## src/rtl/element_queue_pkg.sv

```systemverilog
// Shared types and helpers for the element queue blocks: pointer sizing,
// the size type used for index range arithmetic, and the saturating counter.
package element_queue_pkg;

  localparam int DROP_CNT_W = 16;

  typedef logic [31:0]           size_t;
  typedef logic [DROP_CNT_W-1:0] drop_cnt_t;

  function automatic int ptr_width(input int depth);
    return (depth > 1) ? $clog2(depth) : 1;
  endfunction

  function automatic drop_cnt_t sat_inc(input drop_cnt_t v);
    return (v == '1) ? v : v + 1'b1;
  endfunction

endpackage

```

## src/rtl/element_queue_mem.sv

```systemverilog
// DEPTH x WIDTH element storage: two synchronous write ports (push, indexed)
// and one asynchronous read port for the head. Contents are never cleared.
module element_queue_mem #(
  parameter int DEPTH = 8,
  parameter int WIDTH = 32,
  parameter int AW    = 3
) (
  input  logic             clk,
  input  logic             push_we,
  input  logic [AW-1:0]    push_addr,
  input  logic [WIDTH-1:0] push_wdata,
  input  logic             idx_we,
  input  logic [AW-1:0]    idx_addr,
  input  logic [WIDTH-1:0] idx_wdata,
  input  logic [AW-1:0]    rd_addr,
  output logic [WIDTH-1:0] rd_data
);

  logic [WIDTH-1:0] mem_q [DEPTH];

  // The two ports never collide: the tail slot lies outside the live range.
  always_ff @(posedge clk) begin
    if (push_we) mem_q[push_addr] <= push_wdata;
    if (idx_we)  mem_q[idx_addr]  <= idx_wdata;
  end

  assign rd_data = mem_q[rd_addr];

endmodule

```

## src/rtl/element_pop_queue.sv

```systemverilog
// Bounded circular queue with valid/ready pop, indexed overwrite; push visible after 1 cycle, push_ready low when full.
// Optional ELEMENT_QUEUE_STATS_EN adds drop_cnt and peak_size statistics ports.
module element_pop_queue
  import element_queue_pkg::*;
#(
  parameter int DEPTH = 8,
  parameter int WIDTH = 32
) (
  input  logic                       clk,
  input  logic                       rst,
  input  logic                       push_valid,
  input  logic [WIDTH-1:0]           push_data,
  output logic                       push_ready,
  output logic                       pop_valid,
  output logic [WIDTH-1:0]           pop_data,
  input  logic                       pop_ready,
  input  logic                       wr_en,
  input  logic [31:0]                wr_index,
  input  logic [WIDTH-1:0]           wr_data,
  output logic                       wr_err,
  output logic [$clog2(DEPTH+1)-1:0] q_size
`ifdef ELEMENT_QUEUE_STATS_EN
  ,
  output logic [DROP_CNT_W-1:0]      drop_cnt,
  output logic [$clog2(DEPTH+1)-1:0] peak_size
`endif
);

  localparam int AW = ptr_width(DEPTH);
  localparam int CW = $clog2(DEPTH+1);

  logic [AW-1:0]    head_q, head_d, tail_q, tail_d;
  logic [CW-1:0]    count_q, count_d;
  logic             wr_err_q;
  logic             push_fire, pop_fire, wr_ok;
  logic [WIDTH-1:0] head_data;

  assign push_ready = (count_q != CW'(DEPTH));
  assign pop_valid  = (count_q != '0);
  assign pop_data   = pop_valid ? head_data : '0;
  assign q_size     = count_q;
  assign wr_err     = wr_err_q;

  assign push_fire = push_valid & push_ready;
  assign pop_fire  = pop_valid & pop_ready;
  // Sign bit set means a negative index, which is never in range.
  assign wr_ok     = ~wr_index[31] && (wr_index < size_t'(count_q));

  always_comb begin
    head_d  = head_q;
    tail_d  = tail_q;
    count_d = count_q;
    if (push_fire) tail_d = tail_q + 1'b1;
    if (pop_fire)  head_d = head_q + 1'b1;
    case ({push_fire, pop_fire})
      2'b10:   count_d = count_q + 1'b1;
      2'b01:   count_d = count_q - 1'b1;
      default: count_d = count_q;
    endcase
  end

  always_ff @(posedge clk) begin
    if (rst) begin
      head_q   <= '0;
      tail_q   <= '0;
      count_q  <= '0;
      wr_err_q <= 1'b0;
    end else begin
      head_q   <= head_d;
      tail_q   <= tail_d;
      count_q  <= count_d;
      wr_err_q <= wr_en & ~wr_ok;
    end
  end

  element_queue_mem #(
    .DEPTH (DEPTH),
    .WIDTH (WIDTH),
    .AW    (AW)
  ) u_mem (
    .clk        (clk),
    .push_we    (push_fire & ~rst),
    .push_addr  (tail_q),
    .push_wdata (push_data),
    .idx_we     (wr_en & wr_ok & ~rst),
    .idx_addr   (head_q + wr_index[AW-1:0]),
    .idx_wdata  (wr_data),
    .rd_addr    (head_q),
    .rd_data    (head_data)
  );

`ifdef ELEMENT_QUEUE_STATS_EN
  logic [DROP_CNT_W-1:0] drop_q;
  logic [CW-1:0]         peak_q;

  // Full and empty are exclusive, so at most one drop event per cycle.
  always_ff @(posedge clk) begin
    if (rst) begin
      drop_q <= '0;
      peak_q <= '0;
    end else begin
      if ((push_valid & ~push_ready) | (pop_ready & ~pop_valid)) drop_q <= sat_inc(drop_q);
      if (count_d > peak_q) peak_q <= count_d;
    end
  end

  assign drop_cnt  = drop_q;
  assign peak_size = peak_q;
`endif

endmodule

```

## config.mk

```make
export PLATFORM = sky130hd
export DESIGN_NAME = element_pop_queue
export DESIGN_NICKNAME = d
export VERILOG_FILES = /design/src/rtl/element_queue_pkg.sv /design/src/rtl/element_queue_mem.sv /design/src/rtl/element_pop_queue.sv
export SDC_FILE = /design/constraint.sdc
export NUM_CORES = 1
export LEC_CHECK = 0
export CAP_MARGIN = 10
export CORE_ASPECT_RATIO = 0.7
export CORE_UTILIZATION = 30
export DETAILED_ROUTE_END_ITERATION = 12
export PLACE_DENSITY = 0.58
export SLEW_MARGIN = 20
export SYNTH_ARGS = -nofsm -noshare
export SYNTH_HDL_FRONTEND = slang
export SYNTH_SLANG_ARGS = --single-unit
```

## constraint.sdc

```tcl
create_clock -name clk -period 4.4 [get_ports clk]
set_input_delay 0.44 -clock clk [delete_from_list [all_inputs] [get_ports clk]]
set_output_delay 0.44 -clock clk [all_outputs]
set_load 0.01 [all_outputs]
```

# Word level (Yosys, flattened, before mapping)
# Memory sizes are Yosys's and may differ from the RTL's. A register that Yosys moved wholly into a read port is not among the register bits.
# Cells that the tools add are included.
[classes] eq_ne=3 n_div=0 n_bitwise=9 mux=8 n_mul=0 order_cmp=1 add_sub_neg=5 reduce_logical=3 n_shift=0
[ops] cell="32-bit by 4-bit less-than comparator with 1-bit output" n=1
[ops] cell="32-bit two-way mux" n=1
[ops] cell="4-bit case mux with 2 select lines" n=1
[ops] cell="3-bit by 1-bit adder with 3-bit output, second input constant" n=2
[ops] cell="1-bit AND" n=6
[ops] cell="3-bit two-way mux" n=2
[ops] cell="4-bit by 1-bit adder with 4-bit output, second input constant" n=1
[ops] cell="1-bit two-way mux" n=4
[ops] cell="4-bit inequality test, second input constant" n=1
[ops] cell="4-bit nonzero test" n=1
[ops] cell="4-bit by 1-bit subtractor with 4-bit output, second input constant" n=1
[ops] cell="3-bit adder" n=1
[ops] cell="1-bit inverter" n=3
[ops] cell="2-bit by 1-bit == test with 1-bit output, second input constant" n=1
[ops] cell="2-bit == test, second input constant" n=1
[ops] cell="2-bit nonzero test" n=1
[ops] cell="1-bit logical AND" n=1
[word_totals] register_bits=11 memories=1 ramBits=256 latch_bits=0 rom_bits=0 word_cells=34
[mem_list] name="u_mem.mem_q" depth=8 width=32 read_ports=1 rd_ports_with_merged_regs=1 write_ports=2 line_no="element_queue_mem.sv:19" rtl="logic [WIDTH-1:0] mem_q [DEPTH];"

# Longest topological paths before layout
[depth] depth_word=6 depth_mapped=11 ltp_nobuf=10

# Hierarchy
# A second synthesis with hierarchy kept.
[hier_totals] cells_unflattened=804 area_unflattened_um2=13974.7
[by_module_without_submodules] mod="element_queue_mem" area_per_inst_um2=13001.2 instances=1 cells_per_inst=680 seq_area_each_um2=7687.4
[by_module_without_submodules] mod="element_pop_queue" area_per_inst_um2=973.4 instances=1 cells_per_inst=124 seq_area_each_um2=220.2

# Worst setup path before layout
# No wires, ideal clock.
[synth_timing] path_type="input to register" from="in wr_index[0]" to="mem u_mem.mem_q[1][0], enable pin" arrival_ps=2872 setup_ps=480 stages=9 path_buffers=2 t_required_ps=3920 setup_slack_ps=1049 cell_sequence="ha_1 -> fa_1 -> xnor2_1 -> xnor2_1 -> and3b_1 -> clkbuf_1 -> nand2_1 -> buf_1 -> nand2_1"
[synth_lines] item="start, declared" line_no="element_pop_queue.sv:18" rtl="input logic [31:0] wr_index,"
[synth_lines] item="end, declared" line_no="element_queue_mem.sv:19"

==> summary.md <==
| Metric | Value |
|---|---|
| Worst-margin pin slew | `~1.0 ns` |
| Status | `completed` |
| Worst hold endpoint | `tail_q[1]` |
| Synth top area share | `a little under three fifths` |
| Grt ovf | `0` |
| Hold Buf Count CTS | `0` |
| Sequential power share | `between 40% and 50%` |
| Final min period | `3.507 ns` |
| DR pass1 iterations | `5` |
| Cells taking the most area after synthesis | `edfxtp_1 (56%), mux2_2 (19%), mux4_2 (11%)` |
| NetSw | `1.939 mW` |
| Final Hold Vio Count | `0` |
| R2R depth | `9` |
| Critical path data arrival time | `approximately 3.1 ns` |
| IO buf count | `139` |
| Final ANT Viol Nets | `0` |
| Clk sinks | `between 200 and 300` |
| Synthesis-to-layout area growth | `24.21%` |
| Longest Clk Path Bufs | `3` |
| Worst-path maximum fanout | `28` |
| CTS buffer count | `28` |
| Count leader, synth | `edfxtp_1` |
| Primary FF master, synth | `edfxtp_1` |
| CTS tree | `done` |
| Total GRT Usage | `roughly 16%` |
| Hpwl dp | `between 20000 and 25000 um` |
| Max transition margin | `approximately a third` |
| Worst Path Required | `between 3 and 4 ns` |
| RR Startpoint | `q_size[3]` |
| Ports | `between 100 and 150` |
| Post-CTS Setup Repair Bufs | `0` |
| Hold path cells | `2` |
| Hold Path Class | `reg -> reg` |
| Sequential share of the synthesized area | `58.32%` |
| Clk_lat worst skew | `about 0.56 ns` |
| Cell Int Power | `around 5.2 mW` |
| Crit start category | `flip-flop` |
| CTS root buffer | `clkbuf_16` |
| Clock power share | `between 30% and 40%` |
| Initial Util | `30.38%` |
| Leakage power | `around 5.5 nW` |
| Cell area after synthesis | `about 14000 um2` |
| Post-route DRC violation count | `0` |
| Post-synth ARST share | `0%` |
| Reg clk slew, reported paths | `0.07 ns` |
| Max-cap violations | `0` |
| Critical R2R Capture | `u_mem.mem_q[4][22]` |
| Yosys reg bits | `270` |
| Cell accounting for the most synthesized area | `edfxtp_1` |
| Syn_nets | `about 920` |
| Layout cells sized above 1 | `between 30 and 40%` |
| Final Slew Violations | `0` |
| Fin Clk Skew | `about 0.015 ns` |
| Fillers | `4163` |
| DR vias | `slightly below 8000` |
| Die height | `about 180 um` |
| Number of flops mapped to enable cells by yosys | `roughly 260` |
| RD Place Congestion | `0.7144` |
| DR iter-0 viols | `~530` |
| Initial antenna violation count | `2` |
| Synth warn | `0` |
| Site Rows | `65` |
| Fmax | `between 0.2 and 0.3 GHz` |
| Setup-failing EPs final | `0` |
| Register-to-Register Setup Slack | `1.10 ns` |
| Largest net degree at the start of global routing | `34` |
| Period utilization | `between 70% and 80%` |
| Combinational share of power | `around a quarter` |
| Vias in the first global route | `about 8300` |
| Net Sw Frac | `approximately 27%` |
| RSZ-0062 raised after global routing | `false` |
| CTS resizes | `0` |
| Final Util | `between 30% and 40%` |
| CP endpoint kind | `output pin` |
| Worst ir drop on vdd | `about 180 uV` |
| Full die area | `46410 um2` |
| First-pass GRT wire length | `around 55000 um` |
| Via/cell ratio | `just under 5` |
| Final nets | `between 1000 and 1500` |
| WL/cell | `around 23 um` |
| Mean post-synth cell area | `16.87 um2` |
| Netlist cell types | `40` |
| Total Wirelength | `~36000 um` |
| Setup TNS | `0 ns` |
| Power density over the cells | `423.2 nW/um2` |
| Most frequent cells after synthesis | `edfxtp_1 (256), mux2_2 (226), mux4_2 (64), nor2_1 (46), mux2i_1 (33)` |
| Crit Path Class | `reg -> out` |
| Die Wd | `about 260 um` |
| Core area | `about 45000 um2` |
| H-tree depth | `1` |
| Hold Path Origin | `tail_q[1]` |
| Post-synthesis instance total | `between 800 and 900` |
[placed cells by master, fill, tap and decap left out, types with 10 or more instances in the layout]
cell / instances
mux2i_1: 33
mux2_1: 30
nor2_1: 46
clkbuf_16: 29
nand2_2: 10
mux4_2: 64
buf_4: 28
clkdlybuf4s50_1: 139
edfxtp_1: 256
mux2_2: 226
dfxtp_1: 11
[cell families after synthesis]
logic type / after synthesis / share of synthesized area, %
and+or+nand+nor: 97 / 3.544
DFF: 270 / 58.32
buffers and inverters: 57 / 1.786
adders and majority gates: 11 / 1.117
xor gates and xnor gates: 9 / 0.5769
muxes: 353 / 34.07
AOI/OAI and AO/OA: 13 / 0.5952
[layout make-up]
cell class	count	area [um2]	share of cell area [%]
diodes	2	5.005	0.02949
clock buffers	33	740.7	4.364
flip-flops and latches	270	7974	46.98
multi-input cells	483	5493	32.37
repair buffers	176	1782	10.50
inverters	7	26.28	0.1548
well taps	603	754.5	4.446
clock inverters	18	196.4	1.157
[worst max path at each step]
stage	endpoint	cells past startpoint
after global routing	pop_data[19]	5
after CTS	pop_data[14]	5
after detailed placement	u_mem.mem_q[4][26]	10
final	pop_data[19]	5
after floorplan	u_mem.mem_q[1][0]	9
after global placement	u_mem.mem_q[4][2]	10
[registers in the layout, summed over array words and instances, names as in the netlist, named ones only]
signal	count
tail_q	3
head_q	3
u_mem.mem_q	256
wr_err	1
q_size	4
[critical path, stage by stage (launching register included)]
cell and delay, ns:
dfxtp_4 0.75, buf_4 0.42, mux4_2 0.58, mux2i_1 0.15, nor2_1 0.07, clkdlybuf4s50_1 0.51
[metrics by stage]
stage	worst slack (ns)	cells	power (mW)	hold WS (ns)	cell area (um2)
finish	0.8934	1592	7.182	0.4927	16970
detailed placement	0.6320	1539	4.813	0.4840	16030
floorplan	1.049	810	3.941	0.4619	13660
CTS	0.7624	1590	7.296	0.4931	16970
global route	0.6374	1590	7.509	0.5444	16970
global placement	0.6569	1539	4.799	0.4787	16030
[routing by layer]
| layer | vias up | global-route usage, % | part of all wire [%] |
|---|---|---|---|
| met3 | 36 | 2.363 | 3.8 |
| li1 | 3558 | - | - |
| met5 | - | 0 | 0 |
| met1 | 4070 | 22.65 | 49 |
| met4 | 0 | 2.476 | 1.5 |
| met2 | 151 | 25.23 | 46 |
[power groups by stage]
stage | Clock (mW) | Combinational (mW) | Sequential [mW]
floorplan | 0 | 0.946 | 2.99
global placement | 0 | 1.72 | 3.08
detailed placement | 0 | 1.73 | 3.08
CTS | 2.53 | 1.74 | 3.02
global route | 2.63 | 1.84 | 3.04
finish | 2.48 | 1.69 | 3.02
Note: power is estimated with default switching activity, not from simulation.
